File: src/rtl/instr_encoder.sv
// instr_encoder
//   Streaming RV32I encoder for the subset understood by the core's control
//   decoder. Field-level descriptors come in over valid/ready; 32-bit machine
//   words leave through a single output register together with a sequential
//   word address, ready for the program loader to write into instruction
//   memory. Out-of-range immediates, misaligned branch/jump offsets and
//   illegal ops are replaced by a NOP (addi x0,x0,0) and flagged.
//
// Ports
//   clk, rst_n            clock, async active-low reset
//   start, base_addr      begin a load at base_addr (honoured in IDLE only)
//   in_valid/in_ready     descriptor handshake
//   in_op, in_rd, in_rs1, in_rs2, in_imm, in_last   descriptor fields
//   out_valid/out_ready   encoded word handshake
//   out_instr, out_addr, out_err                     encoded word, address, NOP flag
//   busy, done, err_cnt   status: not idle, end-of-load pulse, saturating errors

module instr_encoder #(
  parameter int ADDR_W = 8
) (
  input  logic              clk,
  input  logic              rst_n,
  input  logic              start,
  input  logic [ADDR_W-1:0] base_addr,
  input  logic              in_valid,
  output logic              in_ready,
  input  logic [3:0]        in_op,
  input  logic [4:0]        in_rd,
  input  logic [4:0]        in_rs1,
  input  logic [4:0]        in_rs2,
  input  logic [31:0]       in_imm,
  input  logic              in_last,
  output logic              out_valid,
  input  logic              out_ready,
  output logic [31:0]       out_instr,
  output logic [ADDR_W-1:0] out_addr,
  output logic              out_err,
  output logic              busy,
  output logic              done,
  output logic [7:0]        err_cnt
);

  typedef enum logic [1:0] {S_IDLE, S_RUN, S_DRAIN, S_DONE} state_e;

  typedef enum logic [3:0] {
    OP_ADDI = 4'd0,  OP_XORI = 4'd1, OP_ORI = 4'd2, OP_ANDI = 4'd3,
    OP_ADD  = 4'd4,  OP_XOR  = 4'd5, OP_OR  = 4'd6, OP_AND  = 4'd7,
    OP_SW   = 4'd8,  OP_BEQ  = 4'd9, OP_BNE = 4'd10, OP_JAL = 4'd11,
    OP_JALR = 4'd12
  } op_e;

  // Descriptor as seen by the encoder
  typedef struct packed {
    logic [3:0]  op;
    logic [4:0]  rd;
    logic [4:0]  rs1;
    logic [4:0]  rs2;
    logic [31:0] imm;
  } desc_t;

  localparam logic [6:0]  OPC_OPIMM  = 7'b0010011;
  localparam logic [6:0]  OPC_OP     = 7'b0110011;
  localparam logic [6:0]  OPC_STORE  = 7'b0100011;
  localparam logic [6:0]  OPC_BRANCH = 7'b1100011;
  localparam logic [6:0]  OPC_JAL    = 7'b1101111;
  localparam logic [6:0]  OPC_JALR   = 7'b1100111;
  localparam logic [31:0] NOP        = 32'h0000_0013;

  state_e            state_q, state_d;
  logic [ADDR_W-1:0] addr_q;
  logic              accept;
  desc_t             desc;
  logic [31:0]       enc_word;
  logic              enc_bad;

  assign desc   = '{op: in_op, rd: in_rd, rs1: in_rs1, rs2: in_rs2, imm: in_imm};
  assign accept = in_valid && in_ready;

  // ---------------------------------------------------------------------------
  // Encoder (combinational, on the live descriptor)
  // ---------------------------------------------------------------------------
  logic signed [31:0] imm_s;
  logic               i_ok, b_ok, j_ok;
  logic [2:0]         f3;
  logic [31:0]        raw;

  assign imm_s = signed'(desc.imm);
  // Branch and JAL offsets are in bytes but encoded in halfwords, so bit 0
  // must be clear; the top of each range is therefore even.
  assign i_ok  = (imm_s >= -32'sd2048)    && (imm_s <= 32'sd2047);
  assign b_ok  = (imm_s >= -32'sd4096)    && (imm_s <= 32'sd4094)    && !desc.imm[0];
  assign j_ok  = (imm_s >= -32'sd1048576) && (imm_s <= 32'sd1048574) && !desc.imm[0];

  always_comb begin
    f3      = 3'b000;
    raw     = NOP;
    enc_bad = 1'b0;
    case (op_e'(desc.op))
      OP_ADDI, OP_ADD: f3 = 3'b000;
      OP_XORI, OP_XOR: f3 = 3'b100;
      OP_ORI,  OP_OR:  f3 = 3'b110;
      OP_ANDI, OP_AND: f3 = 3'b111;
      OP_SW:           f3 = 3'b010;
      OP_BNE:          f3 = 3'b001;
      default:         f3 = 3'b000;
    endcase
    case (op_e'(desc.op))
      OP_ADDI, OP_XORI, OP_ORI, OP_ANDI: begin
        raw     = {desc.imm[11:0], desc.rs1, f3, desc.rd, OPC_OPIMM};
        enc_bad = !i_ok;
      end
      OP_JALR: begin
        raw     = {desc.imm[11:0], desc.rs1, 3'b000, desc.rd, OPC_JALR};
        enc_bad = !i_ok;
      end
      OP_ADD, OP_XOR, OP_OR, OP_AND: begin
        raw     = {7'b0, desc.rs2, desc.rs1, f3, desc.rd, OPC_OP};
      end
      OP_SW: begin
        raw     = {desc.imm[11:5], desc.rs2, desc.rs1, f3, desc.imm[4:0], OPC_STORE};
        enc_bad = !i_ok;
      end
      OP_BEQ, OP_BNE: begin
        raw     = {desc.imm[12], desc.imm[10:5], desc.rs2, desc.rs1, f3,
                   desc.imm[4:1], desc.imm[11], OPC_BRANCH};
        enc_bad = !b_ok;
      end
      OP_JAL: begin
        raw     = {desc.imm[20], desc.imm[10:1], desc.imm[11], desc.imm[19:12],
                   desc.rd, OPC_JAL};
        enc_bad = !j_ok;
      end
      default: enc_bad = 1'b1;  // ops 13-15
    endcase
  end

  assign enc_word = enc_bad ? NOP : raw;

  // ---------------------------------------------------------------------------
  // Control FSM
  // ---------------------------------------------------------------------------
  always_ff @(posedge clk or negedge rst_n) begin
    if (!rst_n) state_q <= S_IDLE;
    else        state_q <= state_d;
  end

  always_comb begin
    state_d  = state_q;
    in_ready = 1'b0;
    busy     = 1'b1;
    done     = 1'b0;
    case (state_q)
      S_IDLE: begin
        busy = 1'b0;
        if (start) state_d = S_RUN;
      end
      S_RUN: begin
        // Accept whenever the output register is free or draining this cycle,
        // which gives full throughput with no bubble on reload.
        in_ready = !out_valid || out_ready;
        if (in_valid && in_ready && in_last) state_d = S_DRAIN;
      end
      S_DRAIN: begin
        if (!out_valid || out_ready) state_d = S_DONE;
      end
      S_DONE: begin
        done    = 1'b1;
        state_d = S_IDLE;
      end
      default: state_d = S_IDLE;
    endcase
  end

  // ---------------------------------------------------------------------------
  // Address counter and error counter
  // ---------------------------------------------------------------------------
  always_ff @(posedge clk or negedge rst_n) begin
    if (!rst_n) begin
      addr_q  <= '0;
      err_cnt <= '0;
    end else if (state_q == S_IDLE && start) begin
      addr_q  <= base_addr;
      err_cnt <= '0;
    end else if (accept) begin
      addr_q <= addr_q + 1'b1;  // wraps silently
      if (enc_bad && err_cnt != 8'hFF) err_cnt <= err_cnt + 8'd1;
    end
  end

  // ---------------------------------------------------------------------------
  // Output register: payload only changes on an accept, so it stays stable
  // across a stall; valid drops once the word is taken with nothing behind it.
  // ---------------------------------------------------------------------------
  always_ff @(posedge clk or negedge rst_n) begin
    if (!rst_n) begin
      out_valid <= 1'b0;
      out_instr <= '0;
      out_addr  <= '0;
      out_err   <= 1'b0;
    end else if (accept) begin
      out_valid <= 1'b1;
      out_instr <= enc_word;
      out_addr  <= addr_q;
      out_err   <= enc_bad;
    end else if (out_ready) begin
      out_valid <= 1'b0;
    end
  end

endmodule

File: config.mk
export PLATFORM = sky130hd
export DESIGN_NAME = instr_encoder
export DESIGN_NICKNAME = d
export VERILOG_FILES = /design/src/rtl/instr_encoder.sv
export SDC_FILE = /design/constraint.sdc
export NUM_CORES = 1
export LEC_CHECK = 0
export ABC_AREA = 0
export BUFFER_PORTS_ARGS = -buffer_cell sky130_fd_sc_hd__buf_4
export CAP_MARGIN = 25
export CORE_ASPECT_RATIO = 0.9
export CORE_MARGIN = 1.5
export CORE_UTILIZATION = 40
export CTS_BUF_LIST = sky130_fd_sc_hd__clkbuf_4
export CTS_CLUSTER_SIZE = 40
export DETAILED_ROUTE_END_ITERATION = 8
export HOLD_SLACK_MARGIN = 0.15
export PLACE_DENSITY = 0.76
export SYNTH_ARGS = -nofsm -noshare
export SYNTH_HDL_FRONTEND = slang
export SYNTH_SLANG_ARGS = --single-unit
File: constraint.sdc
create_clock -name clk -period 6.1 [get_ports clk]
set_clock_uncertainty 0.1 [all_clocks]
set_input_delay 1.525 -clock clk [delete_from_list [all_inputs] [get_ports clk]]
set_output_delay 1.525 -clock clk [all_outputs]
set_load 0.01 [all_outputs]
### After elaboration in Yosys (flattened, before gate mapping)

Memory sizes are Yosys's and may differ from the RTL's.
Cells that the tools add are included.

* bits in latches: 0
* register bits: 60
* RAM bits: 0
* output and inout port bits: 53
* ROM bits: 48
* memories kept: 1

Memories
* (no name shown): depth 16, bits a word 3, read ports 1, clocked after Yosys merged registers in 0, wr ports 0, line 98 `case (op_e'(desc.op))`

* shift-type cells: 0
* magnitude comparators: 6
* $add $sub $neg: 2
* mux-type cells: 17
* eq/ne operators: 19
* bitwise logic cells: 0
* divide/modulo/power cells: 0
* multipliers: 0
* reductions and logical operators: 27

Operator list (number)
* 32-bit case mux with 6 select lines: 1
* 8-bit 2-to-1 mux: 5
* 32-bit by 12-bit >= comparator with 1-bit output (second input constant): 1
* 32-bit by 13-bit >= comparator with 1-bit output (second input constant): 1
* 32-bit by 21-bit >= comparator with 1-bit output (second input constant): 1
* 32-bit by 12-bit less-or-equal comparator with 1-bit output (second input constant): 1
* 32-bit by 13-bit less-or-equal comparator with 1-bit output (second input constant): 1
* 32-bit by 21-bit less-or-equal comparator with 1-bit output (second input constant): 1
* 32-bit 2-to-1 mux: 1
* 4-bit equality test (second input constant): 5
* 8-bit by 1-bit adder with 8-bit output (second input constant): 2
* 4-bit by 3-bit equality test with 1-bit output (second input constant): 4
* 1-bit logical AND: 10
* 4-bit by 2-bit equality test with 1-bit output (second input constant): 2
* 8-bit != test (second input constant): 1
* 2-bit case mux with 4 select lines: 1
* 4-bit OR reduction: 2
* 2-bit 2-to-1 mux: 3
* 2-bit != test (second input constant): 3
* 2-bit nonzero test: 3
* 6-bit OR reduction: 1
* 1-bit logical NOT: 5
* 1-bit 2-to-1 mux: 5
* 2-bit equality test (second input constant): 2
* other kinds (9): 9

### Logic depth before layout (Yosys ltp)

* depth after elaboration: 9
* mapped depth: 11

### Least setup slack after synthesis

No wires, ideal clock.

* kind: input -> output
* from: in out_ready
* to: out in_ready
* buffers on the path: 0
* stages on the path: 2
* path slack: 2.572 ns
* arrival time: 1.903 ns
* cells stage by stage: nand2b_1 -> and2_1

* cells in the longest elaborated chain, start to end: 2

RTL lines
* start: declaration: line 34 `input logic out_ready,`
* 1-bit logical OR: line 160 `in_ready = !out_valid || out_ready;`
* 1-bit 2-to-1 mux: line 152 `case (state_q)`
* end: declaration: line 26 `output logic in_ready,`

No other way between the ends.

### Worst setup path in the final report

Ends and elaborated chain as after synthesis.

==> results.py <==
metrics = {
    "status": {
        "status": "completed",
    },
    "finish": {
        "final_common_cell": "buf_4",
        "fin_cells": 553,
        "drive_gt1_frac": 0.335,
        "fin_util": 0.549,
        "n_antenna_cell": 0,
        "nNetsFinal": 529,
        "final_cell_mix": "117 x buf_4, 70 x nand2_1, 59 x dfrtp_1",
        "syn_to_final_growth_pct": 31.5,
        "fillerInstances": 723,
    },
    "placement": {
        "dp_cells": 538,
        "place_hpwl_um": 6150,
        "dp_slack_ns": 1.92,
        "gp_congestion": 0.860,
        "io_buffers": 117,
    },
    "min_path": {
        "hp-class": "reg2reg",
    },
    "global_route": {
        "grt_pass1_vias": 2759,
        "track_usage": 0.199,
        "grt_overflow": 0,
        "grt_first_pass_wirelength_um": 13500,
        "antenna_found_initial": 0,
        "grt_max_degree": 60,
    },
    "floorplan": {
        "start_util": 0.417,
        "die_w_um": 97.2,
        "core_area_um2": 7660,
        "die_y_um": 87.8,
        "io_pins": 118,
        "row_count": 30,
        "dieArea_um2": 8530,
    },
    "synthesis": {
        "synth_area_leaders": "dfrtp_1 46%, nand2_1 8.2%, ha_1 4.3%, a22oi_1 3.8%, a21oi_1 3.0%",
        "synth_cell_types": 47,
        "synth_edf_count": 0,
        "yosysWarningCount": 0,
        "synth_area_um2": 3200,
        "synth_top_area_cell": "dfrtp_1",
        "ys.flop_type": "dfrtp_1",
        "async_flop_share": 1.00,
        "yosysTopAreaCellShare": 0.462,
        "syn_nets": 420,
        "yosysSeqAreaShare": 0.462,
        "synth_seq_cells": 59,
        "avgSynthCellArea_um2": 9.29,
        "synth_cells": 344,
    },
    "clock_tree": {
        "clkTransAtPathRegs_ns": 0.09,
        "clk_path_buf_depth": 2,
        "cts_max_level": 3,
        "clock-sinks": 59,
        "ctsResizeCount": 0,
        "cts_made_buffers": 9,
        "postCtsSetupRepairBufs": 0,
        "worst_skew_pair.late_latency_ns": 0.40,
        "cts_tree": "done",
        "cts-root-buf": "clkbuf_4",
        "cts_hold_buf": 0,
    },
    "sta": {
        "tightest_slew_ns": 0.829,
        "fmax_mhz": 263,
        "relSlewSlack": 0.447,
        "period_share": 0.623,
        "setup_ws_ns": 2.30,
        "finalCriticalPeriod_ns": 3.80,
        "report.final.slew_viol_count": 0,
        "tns_ns": 0,
        "hold_violations": 0,
        "rsz0062_at_grt": "no",
        "worst_hold_slack_ns": 0.383,
        "finalSetupViolCount": 0,
    },
    "worst_setup_path": {
        "cpMaxStageDelayCell": "nand2b_1",
        "path_cells": "buf_4, nand2b_1, and2_1, buf_4",
        "end_kind": "output pin",
        "crit_required_ns": 4.47,
        "cp_data_arrival_time_ns": 2.17,
        "cpMostUsedCell": "buf_4",
        "crit_type": "in2out",
        "crit_path_max_incr_delay_ns": 0.21,
        "start_kind": "input port",
        "worst-path-max-fanout": 6,
    },
    "routing": {
        "postRouteAntennaNets": 0,
        "via_per_inst": 5.32,
        "wirelength_um": 8390,
        "drtPass1Iterations": 4,
        "vias": 2940,
        "wire_per_inst_um": 15.2,
        "drcViolationCount": 0,
        "drtIter0Drc": 136,
    },
    "run": {
        "drv_cap": 0,
    },
    "pwr": {
        "ir_drop_uv": 237,
        "leakagePower_nw": 2.04,
        "pwr_density_cell_nw_per_um2": 331,
    },
}
==> critical path: cells and delay by family <==
kind                   cells  cell delay [ns]
buffers and inverters      2             0.24
AND/OR/NAND/NOR            2             0.41
==> path summary, 6_finish.rpt <==
check	start	endpoint	slack [ns]	cells past startpoint
max	out_ready	in_ready	2.30	4
min in group asynchronous	rst_n	out_instr[9]	1.06	1
max reg2reg	state_q[1]	err_cnt[4]	3.33	7
min	out_addr[2]	out_addr[2]	0.38	2
min reg2reg	out_addr[2]	out_addr[2]	0.38	2
max in group asynchronous	rst_n	out_instr[18]	4.31	1
==> cells by family after synthesis <==
| logic type | share of synthesized area |
|---|---|
| buffers and inverters | 0.0411 |
| AOI/OAI and AO/OA | 0.206 |
| DFF | 0.462 |
| and+or+nand+nor | 0.213 |
| muxes | 0.0125 |
| xor gates and xnor gates | 0.0219 |
| adders and majority gates | 0.0431 |
==> sequential cells by signal, indices dropped and copies added, names as in the netlist <==
register	flops
err_cnt	8
out_instr	31
out_err	1
state_q	2
out_addr	8
addr_q	8
out_valid	1
==> report_power, final <==
group | internal, W | switching (W) | total [W]
Combinational | 0.000265 | 0.000307 | 0.000572
Sequential | 0.000507 | 0.0000851 | 0.000592
Clock | 0.0000876 | 0.000140 | 0.000228
Total | 0.000860 | 0.000532 | 0.00139
==> Yosys cell counts, types with 3 or more instances <==
master and n:
o21ai_2 10, nand2_1 70, xor2_1 6, a31o_1 4
ha_1 11, a22oi_1 16, dfrtp_1 59, a21oi_1 19
inv_1 9, or3_1 5, nor4_1 3, o31ai_1 3
nand3_1 6, mux2i_1 4, nor2_1 19, nand2b_1 4
nor2b_1 3, clkbuf_1 14, o21ai_1 10, o21ai_0 10
and3_1 7, a31oi_1 3, a21oi_2 3, buf_6 3
nor3_1 5, nand4_1 9, a22o_1 6
==> routing by layer <==
| layer | vias to the layer above | part of all wire | track usage |
|---|---|---|---|
| met5 | - | 0 | 0 |
| met4 | 0 | 0.015 | 0.0714 |
| met3 | 9 | 0.046 | 0.0415 |
| met2 | 90 | 0.47 | 0.314 |
| met1 | 1400 | 0.47 | 0.275 |
| li1 | 1441 | - | - |
==> layout make-up <==
cell class	count	area [um2]	area share
well taps	96	120	0.0286
inverters	9	33.8	0.00804
multi-input cells	257	1590	0.379
repair buffers	117	878	0.209
clock inverters	4	18.8	0.00447
flip-flops and latches	59	1480	0.351
clock buffers	11	82.6	0.0196
==> metrics by stage <==
step | cell area [um2] | power [W]
finish | 4200 | 0.00139
CTS | 4200 | 0.00141
global placement | 4100 | 0.00116
detailed placement | 4100 | 0.00118
global route | 4200 | 0.00150
floorplan | 3200 | 0.000915
Power figures use the tool's default switching activity.
